<file path="config.mk">
export PLATFORM = sky130hd
export DESIGN_NAME = riscv_regfile_mp
export DESIGN_NICKNAME = d
export VERILOG_FILES = /design/src/rtl/riscv_regfile_mp.sv
export SDC_FILE = /design/constraint.sdc
export NUM_CORES = 2
export LEC_CHECK = 0
export CAP_MARGIN = 25
export CORE_ASPECT_RATIO = 1.1
export CORE_MARGIN = 2
export CORE_UTILIZATION = 60
export CTS_BUF_LIST = sky130_fd_sc_hd__clkbuf_4 sky130_fd_sc_hd__clkbuf_8 sky130_fd_sc_hd__clkbuf_16
export DETAILED_ROUTE_END_ITERATION = 8
export PLACE_DENSITY = 0.77
export SLEW_MARGIN = 0
export SYNTH_ARGS = -nofsm -noshare
export SYNTH_HDL_FRONTEND = slang
export SYNTH_SLANG_ARGS = --single-unit
</file>
<file path="constraint.sdc">
create_clock -name clk -period 2.7 [get_ports clk]
set_input_delay 0.54 -clock clk [delete_from_list [all_inputs] [get_ports clk]]
set_output_delay 0.54 -clock clk [all_outputs]
set_load 0.01 [all_outputs]
</file>
<file path="src/rtl/riscv_regfile_mp.sv">
// Multi-port integer register file with x0 hardwired to zero, optional same-cycle
// write-to-read bypass and a per-register pending-write scoreboard for the issue stage.
module riscv_regfile_mp #(
    parameter int  XLEN   = 32,
    parameter int  NREG   = 32,
    parameter int  NUM_RD = 2,
    parameter int  NUM_WR = 1,
    parameter bit  BYPASS = 1'b1,
    localparam int AW     = (NREG > 1) ? $clog2(NREG) : 1
) (
    input  logic                     clk,
    input  logic                     rst_n,
    input  logic [NUM_RD-1:0]        i_re,
    input  logic [NUM_RD*AW-1:0]     i_raddr,
    output logic [NUM_RD*XLEN-1:0]   o_rdata,
    output logic [NUM_RD-1:0]        o_busy,
    input  logic [NUM_WR-1:0]        i_we,
    input  logic [NUM_WR*AW-1:0]     i_waddr,
    input  logic [NUM_WR*XLEN-1:0]   i_wdata,
    input  logic                     i_alloc,
    input  logic [AW-1:0]            i_alloc_addr
);

    logic [NREG-1:0][XLEN-1:0] r_regs;
    logic [NREG-1:0]           r_pend;

    logic [AW-1:0]   w_waddr  [NUM_WR];
    logic            w_wvalid [NUM_WR];
    logic [AW-1:0]   w_raddr  [NUM_RD];
    logic            w_hit    [NUM_RD];
    logic [XLEN-1:0] w_byp    [NUM_RD];
    logic            w_allocValid;

    // Addresses beyond NREG only exist when NREG is not a power of two.
    function automatic logic inRange(input logic [AW-1:0] a);
        return int'(a) < NREG;
    endfunction

    always_comb begin
        for (int w = 0; w < NUM_WR; w++) begin
            w_waddr[w]  = i_waddr[w*AW +: AW];
            w_wvalid[w] = (w_waddr[w] != '0) && inRange(w_waddr[w]);
        end
        w_allocValid = i_alloc && (i_alloc_addr != '0) && inRange(i_alloc_addr);
    end

    // Later ports overwrite earlier ones, so the highest write port wins a collision.
    always_ff @(posedge clk or negedge rst_n) begin
        if (!rst_n) begin
            r_regs <= '0;
        end else begin
            for (int w = 0; w < NUM_WR; w++) begin
                if (i_we[w] && w_wvalid[w]) begin
                    r_regs[w_waddr[w]] <= i_wdata[w*XLEN +: XLEN];
                end
            end
        end
    end

    // Allocation is applied after the write clears so a new producer supersedes the old one.
    always_ff @(posedge clk or negedge rst_n) begin
        if (!rst_n) begin
            r_pend <= '0;
        end else begin
            for (int w = 0; w < NUM_WR; w++) begin
                if (i_we[w] && w_wvalid[w]) begin
                    r_pend[w_waddr[w]] <= 1'b0;
                end
            end
            if (w_allocValid) begin
                r_pend[i_alloc_addr] <= 1'b1;
            end
        end
    end

    always_comb begin
        o_rdata = '0;
        o_busy  = '0;
        for (int p = 0; p < NUM_RD; p++) begin
            w_raddr[p] = i_raddr[p*AW +: AW];
            w_hit[p]   = 1'b0;
            w_byp[p]   = '0;
            for (int w = 0; w < NUM_WR; w++) begin
                if (BYPASS && i_we[w] && (w_waddr[w] == w_raddr[p])) begin
                    w_hit[p] = 1'b1;
                    w_byp[p] = i_wdata[w*XLEN +: XLEN];
                end
            end
            // Outputs are forced to zero while reset is held, even with a bypassing write present.
            if (rst_n && i_re[p] && (w_raddr[p] != '0) && inRange(w_raddr[p])) begin
                o_rdata[p*XLEN +: XLEN] = w_hit[p] ? w_byp[p] : r_regs[w_raddr[p]];
                o_busy[p]               = r_pend[w_raddr[p]] & ~w_hit[p];
            end
        end
    end

endmodule

</file>
==> run_results.csv <==
group,metric,value,unit
critical_path,critPathMaxStageDelay,0.49,ns
synth,syn_area,0.05628,sq mm
route,dr_total_vias,41490,
critical_path,worstSetupEndpointType,"primary output",
layout,mostFrequentLayoutCell,"dfrtp_1",
route,drt_iter0_drc,5096,
route,routed_wl,197.5,mm
synth,ys_ff_latch,1056,
grt,grt.overflow.total,0,
route,top_layer,"met5",
die,die_w,296.0,um
grt,grt_pass1_wl,287.4,mm
critical_path,crit_chain,"mux4_2 > mux2_4 > a32o_1 > a21oi_2 > a211oi_2 > buf_2",
clocking,clkLatencyLatePin,0.68,ns
clocking,cts_buffers,111,
layout,mostFrequentLayoutCells,"dfrtp_1 (1056), mux2_2 (986), mux4_2 (429)",
route,avgViaCountPerCell,7.423,
clocking,clockBufferDepth,3,
grt,antenna_found_initial,6,
placement,dp_hpwl,116.8,mm
critical_path,path_class,"reg2out",
placement,placed_area,0.06280,sq mm
critical_path,required,2.16,ns
die,coreArea,0.09281,sq mm
synth,ys_seq_area_share,46.96,%
timing,finClkSkew,0,ns
synth,synth_flop_cell,"dfrtp_1",
die,pin_count,124,
timing,setup_ws,-0.3553,ns
timing,finalHoldViolCount,0,
placement,globalplace.congestion,0.9003,
power_and_ir_drop,peakVddDrop,0.5948,mV
worst_hold_path,hold_path_class,"in2async",
critical_path,startpoint_type,"register",
timing,setup_viol,66,
route,drc,0,
layout,multi_input_area,0.02929,sq mm
layout,fin_nets,4302,
power_and_ir_drop,leakage,31.19,nW
layout,post-route-util,75.73,%
timing,drv_slew,0,
critical_path,crit_arrival,2.52,ns
timing,max_slew_margin,37.45,%
clocking,clk_pin_slew,0.06,ns
critical_path,cpLargestDelayFamily,"multiplexers",
critical_path,path_buf_inv,1,
timing,fin_tns_setup,-14.62,ns
route,wl_met2,91.45,mm
die,start_util,60.64,%
route,wl_met1,67.17,mm
timing,tightest_slew,0.9383,ns
timing,rsz0062_at_grt,"true",
grt,grt_max_degree,163,
synth,synth-edff-count,0,
synth,avgSynthCellArea,14.57,sq um
route,firstDrtPassIters,6,
die,die-height,325.2,um
clocking,h-tree-depth,3,
layout,final-seq-area,0.02643,sq mm
synth,syn_nets,3921,
route,antenna_left,0,
run,drv_cap,0,
run_status,status,"complete, but fails checks",
layout,drive_gt1_share,59.34,%
synth,yosys_warnings,0,
synth,synthCells,3863,
die,rows,117,
die,design.die.area,0.09627,sq mm
route,wl_per_cell,35.33,um
route,met3WireLength,21.63,mm
clocking,cts_tree,"done",
layout,final_area,0.07029,sq mm
power_and_ir_drop,p_per_area,697.7,mW/mm^2
run_status,violations,"negative setup slack",
timing,clock.fmax,327.3,MHz
timing,period_needed,3.055,ns
critical_path,crit_cells,6,
critical_path,cp_max_fo,2,
clocking,cts-root-buf,"clkbuf_16",
layout,syn_to_final_growth,24.89,%
critical_path,crit_path_top_delay_cell,"mux4_2",
clocking,cts_sinks,1056,
timing,period_share,113.2,%
synth,yosysUniqueCellTypes,57,
grt,grt_pass1_vias,43670,
layout,fillers,5136,
placement,io_buffers,123,
synth,synth_async_sr_flop_share,100.0,%
grt,grt_usage,40.89,%
critical_path,r2r_cells,2,
timing repair:
| item | 4_1_cts | 5_1_grt |
|---|---|---|
| hold buffers | 1 | 0 |
| hold endpoints to repair | 7 | 0 |
| setup buffers | 76 | 40 |
| endpoints found under the setup margin | 66 | 66 |
| gates resized for setup | 595 | 150 |
| pin swaps | 122 | 96 |
| gates cloned | 28 | 9 |
layout make-up:
class | instances | share of cell area (%)
clock inverter | 46 | 0.8705
multi-input combinational | 2348 | 41.67
antenna | 2 | 0.007121
tap | 1249 | 2.223
sequential | 1056 | 37.60
inverter | 11 | 0.06053
clock buffer | 161 | 4.758
timing repair buffer | 716 | 12.82
cell families after synthesis:
| family | after synthesis | share of synthesized area [%] |
|---|---|---|
| flip-flops | 1056 | 46.96 |
| XOR/XNOR | 10 | 0.1556 |
| AO/OA/AOI/OAI | 432 | 5.592 |
| AND/OR/NAND/NOR | 247 | 2.128 |
| buffers and inverters | 459 | 3.917 |
| multiplexers | 1659 | 41.25 |
cells in the mapped netlist (all sizes together), types with 2 or more instances:
library cell / n / area (sq um)
a22o: 41 / 359.1
nand4: 2 / 12.51
nor3b: 2 / 20.02
and3b: 3 / 26.28
inv: 9 / 33.78
xor2: 9 / 78.83
o211ai: 5 / 37.54
clkinv: 2 / 7.510
a22oi: 66 / 495.5
and2: 3 / 18.77
dfrtp: 1056 / 26430
nand2b: 4 / 25.02
nand3: 75 / 380.4
mux2: 993 / 11180
nor2b: 15 / 93.84
a211oi: 2 / 15.01
o22ai: 160 / 1001
nor3: 3 / 20.02
nand3b: 2 / 15.01
buf: 235 / 1364
mux4: 429 / 9662
a221oi: 68 / 595.6
nand2: 31 / 116.4
a32o: 34 / 340.3
mux2i: 237 / 2372
clkbuf: 213 / 799.5
o21ai: 48 / 240.2
nand4b: 2 / 17.52
or2: 4 / 25.02
and3: 2 / 12.51
a31oi: 2 / 12.51
nor2: 89 / 336.6
nor4: 4 / 25.02
state kept, by name, summed over array words and instances, names as in the netlist:
name / flops
r_regs: 1024
r_pend: 32
report_power, final:
part	internal (mW)	switching [mW]
registers	18.9	2.45
logic	6.52	4.67
clock network	9.84	6.71
total	35.2	13.8
tightest hold or removal path: stages:
cell	delay, ns
buf_8	0.10
buf_4	0.13
buf_12	0.57
metrics by stage:
step | setup slack [ns] | hold WS, ns | std cells | power [mW]
6_report | -0.3553 | 0.1145 | 5589 | 49.04
5_1_grt | -0.3956 | 0.2029 | 5587 | 50.51
4_1_cts | -0.3461 | 0.1501 | 5550 | 48.18
3_5_place_dp | -1.126 | 0.3866 | 5253 | 31.03
3_3_place_gp | -1.171 | 0.3822 | 5253 | 30.47
2_1_floorplan | 0.1243 | 0.2444 | 3863 | 27.46
layer usage:
layer | global-route usage, % | vias to the layer above
met5 | 0 | -
met4 | 29.85 | 4
met3 | 11.06 | 1003
met2 | 62.34 | 3114
met1 | 50.35 | 21550
li1 | - | 15820
final timing paths:
path                                         start                       to  slack, ns
max                        r_regs[254]$_DFFE_PN0P_              o_rdata[30]      -0.36
min                                          rst_n  r_regs[957]$_DFFE_PN0P_       0.11
max reg2reg                r_regs[488]$_DFFE_PN0P_  r_regs[488]$_DFFE_PN0P_       1.75
min reg2reg                 r_regs[14]$_DFFE_PN0P_   r_regs[14]$_DFFE_PN0P_       0.40
max in group asynchronous                    rst_n  r_regs[816]$_DFFE_PN0P_       0.40
min in group clk            r_regs[14]$_DFFE_PN0P_   r_regs[14]$_DFFE_PN0P_       0.40
Power figures use the tool's default switching activity.
